$ cat src/rtl/hazard_pkg.sv
// Shared types and constants for the pipeline hazard controller.
package hazard_pkg;

    localparam int REG_W = 5;
    localparam int CNT_W = 3;

    localparam logic [REG_W-1:0] REG_ZERO = 5'd0;

    typedef enum logic [1:0] {
        RUN   = 2'd0,
        STALL = 2'd1,
        FLUSH = 2'd2
    } hz_state_e;

    // Pipeline control bundle, in the order the top drives it out.
    typedef struct packed {
        logic pc_enable;
        logic if_id_enable;
        logic if_id_flush;
        logic id_ex_enable;
        logic id_ex_flush;
    } hz_ctl_t;

endpackage

$ cat src/rtl/hazard_ctrl_if.sv
// Hazard controller bus: ID/EX register fields and events in, pipeline
// enables/flushes out. HAZARD_PERF_EN adds the stall/flush cycle counters.
interface hazard_ctrl_if;
    import hazard_pkg::*;

    logic [REG_W-1:0] id_rs;
    logic [REG_W-1:0] id_rt;
    logic             id_uses_rt;
    logic             ex_mem_read;
    logic [REG_W-1:0] ex_rt;
    logic             redirect;
    logic             mem_busy;

    logic             pc_enable;
    logic             if_id_enable;
    logic             if_id_flush;
    logic             id_ex_enable;
    logic             id_ex_flush;
`ifdef HAZARD_PERF_EN
    logic [31:0]      stall_cycles;
    logic [31:0]      flush_cycles;
`endif

    modport master (
        output id_rs, id_rt, id_uses_rt, ex_mem_read, ex_rt, redirect, mem_busy,
        input  pc_enable, if_id_enable, if_id_flush, id_ex_enable, id_ex_flush
`ifdef HAZARD_PERF_EN
        , input stall_cycles, flush_cycles
`endif
    );

    modport slave (
        input  id_rs, id_rt, id_uses_rt, ex_mem_read, ex_rt, redirect, mem_busy,
        output pc_enable, if_id_enable, if_id_flush, id_ex_enable, id_ex_flush
`ifdef HAZARD_PERF_EN
        , output stall_cycles, flush_cycles
`endif
    );

endinterface

$ cat src/rtl/hazard_load_use_cmp.sv
// Combinational load-use detector: the load in EX writes a register the
// instruction in ID reads. Register 0 never creates a dependency.
module hazard_load_use_cmp
    import hazard_pkg::*;
(
    input  logic             ex_mem_read,
    input  logic [REG_W-1:0] ex_rt,
    input  logic [REG_W-1:0] id_rs,
    input  logic [REG_W-1:0] id_rt,
    input  logic             id_uses_rt,
    output logic             load_use
);

    assign load_use = ex_mem_read & (ex_rt != REG_ZERO) &
                      ((ex_rt == id_rs) | (id_uses_rt & (ex_rt == id_rt)));

endmodule

$ cat src/rtl/hazard_ctrl.sv
// IF/ID + PC + ID/EX hazard controller for the 5-stage pipeline.
// Mealy outputs; RUN/STALL/FLUSH FSM with a down-counter sequencing
// multi-cycle stalls and multi-slot flushes.
// Optional: define HAZARD_PERF_EN for saturating stall/flush cycle counters.
module hazard_ctrl
    import hazard_pkg::*;
#(
    parameter int unsigned LOAD_LATENCY   = 1,
    parameter int unsigned REDIRECT_SLOTS = 1
) (
    input  logic         clk,
    input  logic         reset,
    hazard_ctrl_if.slave hz
);

    localparam logic [CNT_W-1:0] STALL_RELOAD = CNT_W'(LOAD_LATENCY - 1);
    localparam logic [CNT_W-1:0] FLUSH_RELOAD = CNT_W'(REDIRECT_SLOTS - 1);

    hz_state_e        state_q, state_d;
    logic [CNT_W-1:0] cnt_q, cnt_d;
    logic             load_use;
    hz_ctl_t          ctl;

    hazard_load_use_cmp u_cmp (
        .ex_mem_read (hz.ex_mem_read),
        .ex_rt       (hz.ex_rt),
        .id_rs       (hz.id_rs),
        .id_rt       (hz.id_rt),
        .id_uses_rt  (hz.id_uses_rt),
        .load_use    (load_use)
    );

    // State and counter register.
    always_ff @(posedge clk or negedge reset) begin
        if (!reset) begin
            state_q <= RUN;
            cnt_q   <= '0;
        end else begin
            state_q <= state_d;
            cnt_q   <= cnt_d;
        end
    end

    // Next state: a frozen memory holds everything; redirect beats load-use
    // and restarts the flush window from any state.
    always_comb begin
        state_d = state_q;
        cnt_d   = cnt_q;
        if (!hz.mem_busy) begin
            if (hz.redirect) begin
                if (REDIRECT_SLOTS > 1) begin
                    state_d = FLUSH;
                    cnt_d   = FLUSH_RELOAD;
                end else begin
                    state_d = RUN;
                    cnt_d   = '0;
                end
            end else begin
                unique case (state_q)
                    RUN: begin
                        if (load_use && LOAD_LATENCY > 1) begin
                            state_d = STALL;
                            cnt_d   = STALL_RELOAD;
                        end
                    end
                    STALL, FLUSH: begin
                        if (cnt_q == CNT_W'(1)) begin
                            state_d = RUN;
                            cnt_d   = '0;
                        end else begin
                            cnt_d = cnt_q - CNT_W'(1);
                        end
                    end
                    default: begin
                        state_d = RUN;
                        cnt_d   = '0;
                    end
                endcase
            end
        end
    end

    // Outputs: reset and memory freeze force everything off; the STALL
    // outputs ignore load_use since EX already holds the bubble.
    always_comb begin
        ctl = '0;
        if (!reset || hz.mem_busy) begin
            ctl = '0;
        end else if (hz.redirect) begin
            ctl = '{1'b1, 1'b1, 1'b1, 1'b1, 1'b1};
        end else begin
            unique case (state_q)
                RUN:     ctl = load_use ? '{1'b0, 1'b0, 1'b0, 1'b1, 1'b1}
                                        : '{1'b1, 1'b1, 1'b0, 1'b1, 1'b0};
                STALL:   ctl = '{1'b0, 1'b0, 1'b0, 1'b1, 1'b1};
                FLUSH:   ctl = '{1'b1, 1'b1, 1'b1, 1'b1, 1'b0};
                default: ctl = '0;
            endcase
        end
    end

    assign hz.pc_enable    = ctl.pc_enable;
    assign hz.if_id_enable = ctl.if_id_enable;
    assign hz.if_id_flush  = ctl.if_id_flush;
    assign hz.id_ex_enable = ctl.id_ex_enable;
    assign hz.id_ex_flush  = ctl.id_ex_flush;

`ifdef HAZARD_PERF_EN
    logic [31:0] stall_q, flush_q;
    // With reset high and memory ready, a held PC can only mean a load stall.
    wire stall_evt = reset & ~hz.mem_busy & ~ctl.pc_enable;

    // Saturating performance counters.
    always_ff @(posedge clk or negedge reset) begin
        if (!reset) begin
            stall_q <= '0;
            flush_q <= '0;
        end else begin
            if (stall_evt && stall_q != 32'hFFFF_FFFF)       stall_q <= stall_q + 32'd1;
            if (ctl.if_id_flush && flush_q != 32'hFFFF_FFFF) flush_q <= flush_q + 32'd1;
        end
    end

    assign hz.stall_cycles = stall_q;
    assign hz.flush_cycles = flush_q;
`endif

endmodule

$ cat src/flat_wrapper.sv
// flat-port wrapper written by rule: the top's interface ports become plain ports
module hazard_ctrl_flat import hazard_pkg::*;
#(
    parameter int unsigned LOAD_LATENCY   = 1,
    parameter int unsigned REDIRECT_SLOTS = 1
)
  (clk, reset, hz_id_rs, hz_id_rt, hz_id_uses_rt, hz_ex_mem_read, hz_ex_rt, hz_redirect, hz_mem_busy, hz_pc_enable, hz_if_id_enable, hz_if_id_flush, hz_id_ex_enable, hz_id_ex_flush);
  hazard_ctrl_if hz_i ();
  input  logic clk;
  input  logic reset;
  input wire logic [$bits(hz_i.id_rs)-1:0] hz_id_rs;
  input wire logic [$bits(hz_i.id_rt)-1:0] hz_id_rt;
  input wire logic [$bits(hz_i.id_uses_rt)-1:0] hz_id_uses_rt;
  input wire logic [$bits(hz_i.ex_mem_read)-1:0] hz_ex_mem_read;
  input wire logic [$bits(hz_i.ex_rt)-1:0] hz_ex_rt;
  input wire logic [$bits(hz_i.redirect)-1:0] hz_redirect;
  input wire logic [$bits(hz_i.mem_busy)-1:0] hz_mem_busy;
  output wire logic [$bits(hz_i.pc_enable)-1:0] hz_pc_enable;
  output wire logic [$bits(hz_i.if_id_enable)-1:0] hz_if_id_enable;
  output wire logic [$bits(hz_i.if_id_flush)-1:0] hz_if_id_flush;
  output wire logic [$bits(hz_i.id_ex_enable)-1:0] hz_id_ex_enable;
  output wire logic [$bits(hz_i.id_ex_flush)-1:0] hz_id_ex_flush;
  assign hz_i.id_rs = hz_id_rs;
  assign hz_i.id_rt = hz_id_rt;
  assign hz_i.id_uses_rt = hz_id_uses_rt;
  assign hz_i.ex_mem_read = hz_ex_mem_read;
  assign hz_i.ex_rt = hz_ex_rt;
  assign hz_i.redirect = hz_redirect;
  assign hz_i.mem_busy = hz_mem_busy;
  assign hz_pc_enable = hz_i.pc_enable;
  assign hz_if_id_enable = hz_i.if_id_enable;
  assign hz_if_id_flush = hz_i.if_id_flush;
  assign hz_id_ex_enable = hz_i.id_ex_enable;
  assign hz_id_ex_flush = hz_i.id_ex_flush;
  hazard_ctrl #(.LOAD_LATENCY(LOAD_LATENCY), .REDIRECT_SLOTS(REDIRECT_SLOTS)) u_core (.clk(clk), .reset(reset), .hz(hz_i));
endmodule
$ cat config.mk
export PLATFORM = sky130hd
export DESIGN_NAME = hazard_ctrl_flat
export DESIGN_NICKNAME = d
export VERILOG_FILES = /design/src/rtl/hazard_pkg.sv /design/src/rtl/hazard_ctrl_if.sv /design/src/rtl/hazard_load_use_cmp.sv /design/src/rtl/hazard_ctrl.sv /design/src/flat_wrapper.sv
export SDC_FILE = /design/constraint.sdc
export NUM_CORES = 1
export LEC_CHECK = 0
export ABC_AREA = 1
export CAP_MARGIN = 30
export CORE_AREA = 3 3 40 42
export DETAILED_ROUTE_END_ITERATION = 7
export DIE_AREA = 0 0 43 45
export PLACE_DENSITY = 0.59
export SETUP_SLACK_MARGIN = 0.4
export SLEW_MARGIN = 20
export SYNTH_ARGS = -nofsm -noshare
export SYNTH_HDL_FRONTEND = slang
export SYNTH_SLANG_ARGS = --single-unit
$ cat constraint.sdc
create_clock -name clk -period 0.9 [get_ports clk]
set_input_delay 0.09 -clock clk [delete_from_list [all_inputs] [get_ports clk]]
set_output_delay 0.09 -clock clk [all_outputs]
set_load 0.02 [all_outputs]
==> key figures <==
Outcome
  – Outcome: finished with violations
  – Failing checks: setup timing

Logic synthesis
  – Synth area leader: nand2_1
  – Compound-cell area share of the yosys netlist: a little under 2%
  – Syn nets: 84
  – Main combinational cell family by area after synthesis: simple AND/OR/NAND/NOR gates
  – Top cells by area, synth: nand2_1, inv_1, nor2_1, inv_2, nand3_1
  – Yosys cell types: 10
  – Most numerous cell in the Yosys netlist: nand2_1
  – Synth cell count leaders: nand2_1, inv_1, nor2_1
  – Register area share after synthesis: 0%
  – Gate Count Post-Synth: 63
  – Avg Inst Size Synth: 4.131 sq um
  – Netlist Area Pre-Place: 260.3 sq um
  – Post-Synth Simple-Gate Area: 67.31%
  – Post-Synth XOR/XNOR Area: 3.365%
  – Area share of fa/ha/maj cells after synthesis: 0%
  – Synthesis warning total: 0
  – Mux contribution to synthesized area: 0%
  – Yosys top cell area share: 46.15%

Finish
  – Diodes inserted: 0
  – CLK BUF: 0
  – Cell Count, Final, Fillers Out: 103
  – Final cell utilization of the core: around 47%
  – Synth-to-Final Area Change: 133.2%
  – Sequential cell count: 0
  – Nets: ~110
  – Reg area: 0 sq um
  – Share of cells above drive strength 1: 54.55%
  – Fill cells: 150

Worst hold path
  – Hold WC Path Type: input pin to output port

Floorplan
  – Die height: 45 um
  – Die X: 43 um
  – Number of cell rows: 13
  – Starting Density: 20.25%
  – CORE AREA: 1285 sq um
  – Top Ports: 26
  – Die area: 1935 sq um

Global route
  – Largest net degree at the start of global routing: 5
  – Antenna violations before repair: 0
  – Vias in the first global route: 328
  – Total gr overflow: 0
  – GRT Total Usage: 7.877%
  – First-pass GRT wire length: around 1300 um

Power
  – Combinational power share: 100.0%
  – Peak supply drop: 186.0 uV
  – Net Sw Frac: 45.81%
  – Register share of total power: 0%
  – Pleak: 0.0003648 uW
  – Cell Pwr Density: 453.0 nW/um^2
  – Clock share of power: 0%
  – Pint: 149.0 uW
  – Switch Pwr: 125.9 uW

STA
  – Fin. Hold Viols: 0
  – Slew Limit Fails: 0
  – Minimum clock period: 970.9 ps
  – PnR worst setup slack: -70.94 ps
  – Slew margin rel.: 90.12%
  – Period utilization: 107.9%
  – Worst hold slack: 552.1 ps
  – Max Clock Freq: 1.030 GHz
  – Setup TNS: -165.8 ps
  – Setup Viol. Count Final: 3
  – RSZ-0062 raised after global routing: true
  – Tightest Pin Transition: 147.1 ps

Route
  – Vias per cell: between 4 and 5
  – Post-DRT Antenna Nets: 0
  – Final wirelength: roughly 800 um
  – DR WL/cell: 7.971 um
  – DRT iter0 DRCs: 4
  – Pre-Repair DR Iteration Count: 3
  – Routed vias: 416
  – # DRC: 0

Place
  – GP Congestion: between 0.6 and 0.7
  – Placed cells: 103
  – I/O Buffers: 25
  – DP HPWL: 691 um

Critical path
  – Critical Path RT: 810 ps
  – CP Capture Type: output port
  – Crit path arrival time: 880 ps
  – Crit path kind: input pin to output port
  – Crit start category: input pin
  – Crit Path Max Fanout: 2

Job
  – Maxcap violations: 0
## layout make-up
cell class                      count  area, sq um  area share [%]
Tap cell                           15        18.77           3.093
Multi-Input combinational cell     45        229.0           37.73
Timing Repair Buffer               26        265.3           43.71
Inverter                           17        93.84           15.46
## metrics by stage
stage / power (uW) / setup WS [ps] / area [sq um]
6_report: 274.9 / -70.94 / 606.8
5_1_grt: 302.2 / -186.5 / 606.8
4_1_cts: 241.8 / -96.12 / 538.0
3_5_place_dp: 253.2 / -1082 / 566.8
3_3_place_gp: 251.7 / -1072 / 566.8
2_1_floorplan: 111.8 / 29.91 / 301.5
## critical path, cell delays in order
cell and delay [ps]:
buf_6 100, inv_8 20, nand2_2 50, nand2_2 50, nor2_2 100, nand3_1 80, nand2_1 80, nand2_1 50
nand2_1 60, nand2_2 70, buf_6 130
## layout by cell type (no fill, tap or decap)
master,Yosys,routed
clkdlybuf4s15_1,0,1
nor2_2,0,2
buf_8,0,4
clkbuf_2,0,1
buf_6,0,10
nor2_4,1,1
xnor2_1,1,1
nand3_1,3,3
inv_4,0,3
o21ai_1,0,1
inv_8,0,3
inv_1,12,7
inv_2,5,4
dlygate4sd2_1,0,2
nor2_1,6,4
nand2_4,0,1
buf_2,0,5
buf_12,0,1
nand4_1,1,1
nand2_1,32,20
nand2_2,0,11
buf_4,1,2
## repair_timing
action | CTS | global route
gates cloned | 0 | 0
setup endpoints to repair | 5 | 5
pin swaps | 25 | 16
gates resized for setup | 112 | 22
hold buffers | 0 | 0
setup buffers | 0 | 0
## path summary, 6_finish.rpt
kind                         from         endpoint  slack (ps)  depth (start not counted)
worst max-delay path  hz_id_rt[2]  hz_if_id_enable         -70                         11
worst min-delay path  hz_mem_busy   hz_if_id_flush         550                          5
## routing by layer
| layer | part of all wire [%] | track usage (%) | up-vias | wire length, um |
|---|---|---|---|---|
| li1 | - | - | 231 | - |
| met1 | 38 | 11.19 | 174 | 314 |
| met2 | 54 | 14.07 | 11 | 443 |
| met3 | 7.8 | 0.3984 | 0 | 64 |
| met4 | 0 | 0 | 0 | 0 |
| met5 | 0 | 0 | - | 0 |
## power groups by stage
stage,combinational (uW),clock [uW],sequential [uW]
after detailed placement,253,0,0
final,275,0,0
after CTS,242,0,0
after global placement,252,0,0
after global routing,302,0,0
after floorplan,112,0,0
## logic make-up (layout without fill, tap and decap cells)
| group | after synthesis | after routing |
|---|---|---|
| AO/OA/AOI/OAI | 1 | 1 |
| XOR/XNOR | 1 | 1 |
| buffers and inverters | 18 | 43 |
| AND/OR/NAND/NOR | 43 | 43 |
(Power assumes the default switching activity.)
